**src/rtl/str_esc_pkg.sv**
```systemverilog
// Shared constants and character helpers for the string-literal escape decoder.
// State codes are plain localparams so they can be compared and stored without enum casts.
package str_esc_pkg;

  localparam logic [2:0] ST_IDLE = 3'd0;
  localparam logic [2:0] ST_ESC  = 3'd1;
  localparam logic [2:0] ST_OCT1 = 3'd2;
  localparam logic [2:0] ST_OCT2 = 3'd3;
  localparam logic [2:0] ST_HEX0 = 3'd4;
  localparam logic [2:0] ST_HEX1 = 3'd5;
  localparam logic [2:0] ST_TAIL = 3'd6;

  typedef logic [2:0] state_t;

  localparam logic [7:0] CH_BSLASH = 8'h5C;
  localparam logic [7:0] CH_X      = 8'h78;
  localparam logic [7:0] CH_DQUOTE = 8'h22;
  localparam logic [7:0] CH_N      = 8'h6E;
  localparam logic [7:0] CH_T      = 8'h74;
  localparam logic [7:0] CH_A      = 8'h61;
  localparam logic [7:0] CH_F      = 8'h66;
  localparam logic [7:0] CH_V      = 8'h76;

  localparam logic [7:0] VAL_NL  = 8'h0A;
  localparam logic [7:0] VAL_TAB = 8'h09;
  localparam logic [7:0] VAL_BEL = 8'h07;
  localparam logic [7:0] VAL_FF  = 8'h0C;
  localparam logic [7:0] VAL_VT  = 8'h0B;

  function automatic logic is_octal(input logic [7:0] c);
    return (c >= 8'h30) && (c <= 8'h37);
  endfunction

  function automatic logic is_hex(input logic [7:0] c);
    return ((c >= 8'h30) && (c <= 8'h39)) ||
           ((c >= 8'h41) && (c <= 8'h46)) ||
           ((c >= 8'h61) && (c <= 8'h66));
  endfunction

  // Non-hex bytes map to zero; callers gate on is_hex.
  function automatic logic [3:0] hex_val(input logic [7:0] c);
    logic [7:0] v;
    v = 8'h00;
    if ((c >= 8'h30) && (c <= 8'h39)) v = c - 8'h30;
    else if ((c >= 8'h41) && (c <= 8'h46)) v = c - 8'h37;
    else if ((c >= 8'h61) && (c <= 8'h66)) v = c - 8'h57;
    return v[3:0];
  endfunction

endpackage

```
**src/rtl/str_esc_classify.sv**
```systemverilog
// Combinational byte classifier: digit tests, digit value and the single-character escape map.
module str_esc_classify
  import str_esc_pkg::*;
(
  input  logic [7:0] byte_i,
  output logic       is_oct_o,
  output logic       is_hex_o,
  output logic [3:0] digit_o,
  output logic       simple_hit_o,
  output logic [7:0] simple_val_o
);

  assign is_oct_o = is_octal(byte_i);
  assign is_hex_o = is_hex(byte_i);
  assign digit_o  = hex_val(byte_i);

  always_comb begin
    simple_hit_o = 1'b1;
    simple_val_o = 8'h00;
    case (byte_i)
      CH_N:      simple_val_o = VAL_NL;
      CH_T:      simple_val_o = VAL_TAB;
      CH_BSLASH: simple_val_o = CH_BSLASH;
      CH_DQUOTE: simple_val_o = CH_DQUOTE;
      CH_A:      simple_val_o = VAL_BEL;
      CH_F:      simple_val_o = VAL_FF;
      CH_V:      simple_val_o = VAL_VT;
      default:   simple_hit_o = 1'b0;
    endcase
  end

endmodule

```
**src/rtl/str_escape_decoder.sv**
```systemverilog
// Streaming decoder for string-literal bodies: one raw byte in per cycle, decoded bytes out
// through a single registered output slot, plus a per-literal decoded length report.
module str_escape_decoder
  import str_esc_pkg::*;
#(
  parameter int LEN_W = 16
) (
  input  logic             clk,
  input  logic             reset,
  input  logic             in_valid,
  output logic             in_ready,
  input  logic [7:0]       in_data,
  input  logic             in_last,
  output logic             out_valid,
  input  logic             out_ready,
  output logic [7:0]       out_data,
  output logic             out_last,
  output logic             err,
  output logic             len_valid,
  output logic [LEN_W-1:0] len
);

  state_t           state_q, state_d;
  state_t           tail_q, tail_d;
  logic [8:0]       acc_q, acc_d;
  logic [LEN_W-1:0] cnt_q, cnt_d;
  logic             out_valid_q, out_valid_d;
  logic [7:0]       out_data_q, out_data_d;
  logic             out_last_q, out_last_d;
  logic             err_q, err_d;
  logic             len_valid_q, len_valid_d;
  logic [LEN_W-1:0] len_q, len_d;

  logic       c_oct, c_hex, c_simple;
  logic [3:0] c_digit;
  logic [7:0] c_simple_val;

  str_esc_classify u_classify (
    .byte_i       (in_data),
    .is_oct_o     (c_oct),
    .is_hex_o     (c_hex),
    .digit_o      (c_digit),
    .simple_hit_o (c_simple),
    .simple_val_o (c_simple_val)
  );

  logic             slot_free, flush_cond, hex_bad, ready_c, consume;
  logic             emit, emit_last;
  logic [7:0]       emit_data;
  state_t           nxt;
  logic [8:0]       oct_next, hex_next;
  logic [LEN_W-1:0] cnt_inc;

  always_comb begin
    slot_free  = !out_valid_q || out_ready;
    // A non-digit ending a numeric escape is held back while the partial value drains.
    flush_cond = (((state_q == ST_OCT1) || (state_q == ST_OCT2)) && !c_oct) ||
                 ((state_q == ST_HEX1) && !c_hex);
    hex_bad    = (state_q == ST_HEX0) && !c_hex;
    ready_c    = !reset && (state_q != ST_TAIL) && slot_free && !flush_cond && !hex_bad;
    consume    = in_valid && ready_c;
    oct_next   = (acc_q << 3) | {6'b0, c_digit[2:0]};
    hex_next   = (acc_q << 4) | {5'b0, c_digit};

    state_d   = state_q;
    tail_d    = tail_q;
    acc_d     = acc_q;
    emit      = 1'b0;
    emit_data = 8'h00;
    emit_last = 1'b0;
    err_d     = 1'b0;
    nxt       = ST_IDLE;

    if (state_q == ST_TAIL) begin
      if (slot_free) begin
        emit      = 1'b1;
        emit_last = 1'b1;
        state_d   = ST_IDLE;
        case (tail_q)
          ST_ESC:  begin emit_data = CH_BSLASH; err_d = 1'b1; end
          ST_HEX0: begin emit_data = CH_X;      err_d = 1'b1; end
          default: emit_data = acc_q[7:0];
        endcase
      end
    end else if (in_valid && flush_cond && slot_free) begin
      emit      = 1'b1;
      emit_data = acc_q[7:0];
      state_d   = ST_IDLE;
    end else if (in_valid && hex_bad) begin
      err_d   = 1'b1;
      state_d = ST_IDLE;
    end else if (consume) begin
      case (state_q)
        ST_IDLE: begin
          if (in_data == CH_BSLASH) nxt = ST_ESC;
          else begin emit = 1'b1; emit_data = in_data; end
        end
        ST_ESC: begin
          if (c_simple) begin emit = 1'b1; emit_data = c_simple_val; end
          else if (c_oct) begin acc_d = {5'b0, c_digit}; nxt = ST_OCT1; end
          else if (in_data == CH_X) nxt = ST_HEX0;
          else begin emit = 1'b1; emit_data = in_data; end
        end
        ST_OCT1: begin acc_d = oct_next; nxt = ST_OCT2; end
        ST_OCT2: begin emit = 1'b1; emit_data = oct_next[7:0]; end
        ST_HEX0: begin acc_d = {5'b0, c_digit}; nxt = ST_HEX1; end
        ST_HEX1: begin emit = 1'b1; emit_data = hex_next[7:0]; end
        default: nxt = ST_IDLE;
      endcase
      // A literal ending inside an escape still owes one byte, sent from TAIL.
      if (in_last && (nxt != ST_IDLE)) begin
        state_d = ST_TAIL;
        tail_d  = nxt;
      end else begin
        state_d   = nxt;
        emit_last = in_last;
      end
    end
  end

  always_comb begin
    out_valid_d = out_valid_q && !out_ready;
    out_data_d  = out_data_q;
    out_last_d  = out_last_q;
    len_valid_d = 1'b0;
    len_d       = len_q;
    cnt_d       = cnt_q;
    cnt_inc     = (cnt_q == {LEN_W{1'b1}}) ? cnt_q : cnt_q + 1'b1;
    if (emit) begin
      out_valid_d = 1'b1;
      out_data_d  = emit_data;
      out_last_d  = emit_last;
      if (emit_last) begin
        len_d       = cnt_inc;
        len_valid_d = 1'b1;
        cnt_d       = '0;
      end else begin
        cnt_d = cnt_inc;
      end
    end
  end

  always_ff @(posedge clk) begin
    if (reset) begin
      state_q     <= ST_IDLE;
      tail_q      <= ST_IDLE;
      acc_q       <= '0;
      cnt_q       <= '0;
      out_valid_q <= 1'b0;
      out_data_q  <= 8'h00;
      out_last_q  <= 1'b0;
      err_q       <= 1'b0;
      len_valid_q <= 1'b0;
      len_q       <= '0;
    end else begin
      state_q     <= state_d;
      tail_q      <= tail_d;
      acc_q       <= acc_d;
      cnt_q       <= cnt_d;
      out_valid_q <= out_valid_d;
      out_data_q  <= out_data_d;
      out_last_q  <= out_last_d;
      err_q       <= err_d;
      len_valid_q <= len_valid_d;
      len_q       <= len_d;
    end
  end

  assign in_ready  = ready_c;
  assign out_valid = out_valid_q;
  assign out_data  = out_data_q;
  assign out_last  = out_last_q;
  assign err       = err_q;
  assign len_valid = len_valid_q;
  assign len       = len_q;

endmodule

```
**config.mk**
```make
export PLATFORM = sky130hd
export DESIGN_NAME = str_escape_decoder
export DESIGN_NICKNAME = d
export VERILOG_FILES = /design/src/rtl/str_esc_pkg.sv /design/src/rtl/str_esc_classify.sv /design/src/rtl/str_escape_decoder.sv
export SDC_FILE = /design/constraint.sdc
export NUM_CORES = 1
export LEC_CHECK = 0
export ABC_AREA = 1
export BUFFER_PORTS_ARGS = -buffer_cell sky130_fd_sc_hd__clkbuf_2
export CORE_MARGIN = 10
export CORE_UTILIZATION = 30
export CTS_CLUSTER_SIZE = 30
export DETAILED_ROUTE_END_ITERATION = 12
export PLACE_DENSITY = 0.48
export SETUP_SLACK_MARGIN = 0.02
export SYNTH_ARGS = -nofsm -noshare
export SYNTH_HDL_FRONTEND = slang
export SYNTH_SLANG_ARGS = --single-unit
```
**constraint.sdc**
```tcl
create_clock -name clk -period 2.9 [get_ports clk]
set_input_delay 0.725 -clock clk [delete_from_list [all_inputs] [get_ports clk]]
set_output_delay 0.725 -clock clk [all_outputs]
set_load 0.03 [all_outputs]
```
==> metrics.yaml <==
run_status:
  outcome: "finished clean"
sta:
  setup_viol: 0
  finalHoldViolCount: 0
  final.setup_skew_ps: 9.01
  slew-limit-headroom: 0.581
  tightestPinTransition_ps: 622
  finalCritPeriodShare: 0.949
  fin_crit_ps: 2750
  fmax_mhz: 363
  setup_tns_ps: 0
  maxSlewViolCount: 0
  rsz0062_at_grt: "no"
synth:
  synth_ff_type: "dfxtp_1"
  syn_inst: 612
  synth_compound_area_frac: 0.112
  synth_seq_cells: 58
  yosys-mux-area-fraction: 0
  synth_edf_count: 0
  avgSynthCellArea_um2: 6.36
  synth_area_mm2: 0.00389
  synth-seq-area-share: 0.298
  synth_adder_area_share: 0.0161
  async_reset_ff_frac: 0
  synth_xor_xnor_area_share: 0.0248
  yosys_warnings: 0
  synth_top_family_by_area: "simple AND/OR/NAND/NOR gates"
  synth.net_count: 630
  synth-simple-area-share: 0.442
  yosysUniqueCellTypes: 40
final_layout:
  layout_commonest_cell: "nand2_1"
  area_growth_pct: 20.6
  fin_nets: 681
  n_antenna_cell: 0
  drive_gt1_frac: 0.187
  fin_util: 0.371
  layout.cells.non_filler: 839
  mostFrequentLayoutCells: "nand2_1 (156), nor2_1 (72), inv_1 (68), dfxtp_1 (58), nand3_1 (44)"
power_and_ir_drop:
  peakVddDrop_uv: 451
  power_frac_clock: 0.417
  power_frac_seq: 0.340
  switching_share: 0.323
  powerDensity_mw_per_mm2: 568
  leakage_nw: 2.19
  power.switching_w: 0.000860
  combPwrFrac: 0.243
  internal-power_w: 0.00181
global_route:
  grt_pass1_vias: 3873
  antenna_found_initial: 0
  grt_start_max_net_pins: 42
  overflow: 0
  grt_pass1_wl_mm: 19.5
  grtUsageTotal: 0.133
hold_path:
  hold_class: "reg -> reg"
placed_design:
  numPortBuffers: 41
  numPlacedInstances: 824
  gp_congestion: 0.901
  place_hpwl_mm: 9.18
cts:
  clk_path_buf_depth: 2
  clk_pin_slew_ps: 50
  cts_setup_buffers: 0
  cts_tree: "yes"
  cts_hold_buf: 0
  clock-root-buffer: "clkbuf_16"
  cts_inserted_buffers: 9
  cts_sinks: 58
  post_cts_resized: 2
  clock_latency_ps: 340
  cts_max_level: 3
run:
  drv_cap: 0
die:
  core_area_mm2: 0.0127
  io_pins: 42
  initial_utilization: 0.307
  die_x_um: 134
  placementRows: 41
  fp.dieH_um: 134
  dieArea_mm2: 0.0179
route:
  drt-initial-drc-count: 287
  wirelength_mm: 11.6
  wl_per_cell_um: 13.9
  via_count: 4026
  vias_per_cell: 4.80
  drc_errors: 0
  drtAntennaViolNets: 0
  dr.pass1.iters: 4
critical_path:
  reg2reg_slack_ps: 480
  cp_max_fo: 7
  criticalPathCategory: "in -> out"
  critical_path_required_ps: 2170
  start_kind: "input pin"
  endpoint_kind: "output port"
  cp_data_arrival_time_ps: 2030
[layout make-up]
class                           instances  area, um2
Tap cell                              172        215
Timing Repair Buffer                   60        379
Sequential cell                        58       1160
Fill cell                            1417       7980
Clock inverter                          6       82.6
Inverter                               77        292
Clock buffer                            9        225
Multi-Input combinational cell        457       2340
[stage by stage]
stage | worst slack [ps] | hold WS [ps] | power (W) | instance area (um2)
6_report | 148 | 459 | 0.00267 | 4700
5_1_grt | 45.1 | 484 | 0.00280 | 4700
4_1_cts | 32.1 | 464 | 0.00268 | 4670
3_5_place_dp | -39.2 | 456 | 0.00156 | 4360
3_3_place_gp | 28.4 | 451 | 0.00156 | 4360
2_1_floorplan | 339 | 445 | 0.00137 | 3890
[routing by layer]
layer	part of all wire	vias to the layer above	track usage	wire length (um)
met1	0.49	1851	0.179	5740
li1	-	2098	-	-
met5	0	-	0	0
met4	0.011	0	0.0381	133
met3	0.055	12	0.0355	643
met2	0.44	65	0.202	5110
[cells by family (layout without fill, tap and decap cells)]
group                    count (synthesis)  after routing
XOR/XNOR                                11             11
buffers and inverters                   97            152
adder cells (fa/ha/maj)                  5              5
AND/OR/NAND/NOR                        363            363
AO/OA/AOI/OAI                           78             78
flip-flops                              58             58
[synth_stat cells (all sizes together), types with 3 or more instances]
| master | instances | area (um2) |
|---|---|---|
| buf | 13 | 97.6 |
| o22ai | 3 | 18.8 |
| ha | 5 | 62.6 |
| a21oi | 27 | 139 |
| inv | 75 | 284 |
| dfxtp | 58 | 1160 |
| or2 | 3 | 18.8 |
| clkbuf | 7 | 26.3 |
| nand2 | 168 | 683 |
| nor3 | 13 | 76.3 |
| xor2 | 9 | 78.8 |
| nand3 | 50 | 295 |
| o21ai | 38 | 201 |
| nand4 | 37 | 231 |
| o211ai | 5 | 37.5 |
| nor2 | 89 | 395 |
[sequential cells by signal, summed over array words and instances, names as in the netlist, 3 cells and up]
register / count
out_data: 8
acc_q: 8
state_q: 3
cnt_q: 16
tail_q: 3
len: 16
[power by group through the flow]
stage          Combinational [W]  Clock, W  Sequential [W]
2_1_floorplan           0.000427         0        0.000944
3_3_place_gp            0.000639         0        0.000921
3_5_place_dp            0.000640         0        0.000921
4_1_cts                 0.000644   0.00113        0.000906
5_1_grt                 0.000729   0.00116        0.000914
6_report                0.000648   0.00111        0.000906
[critical path, stage by stage]
cell	delay, ps
clkbuf_2	160
inv_4	140
nand2_1	60
nor2_1	200
nand3_1	140
nand2_1	110
inv_2	70
nand3_2	90
nand2_4	70
nor2_8	120
buf_6	140
[worst paths after layout]
check                  start  cells after the start  endpoint
setup reg to reg    cnt_q[0]                     13  cnt_q[4]
hold reg to reg       len[3]                      2    len[3]
setup / recovery  in_data[3]                     11  in_ready
hold / removal        len[3]                      2    len[3]
(Power assumes the default switching activity.)
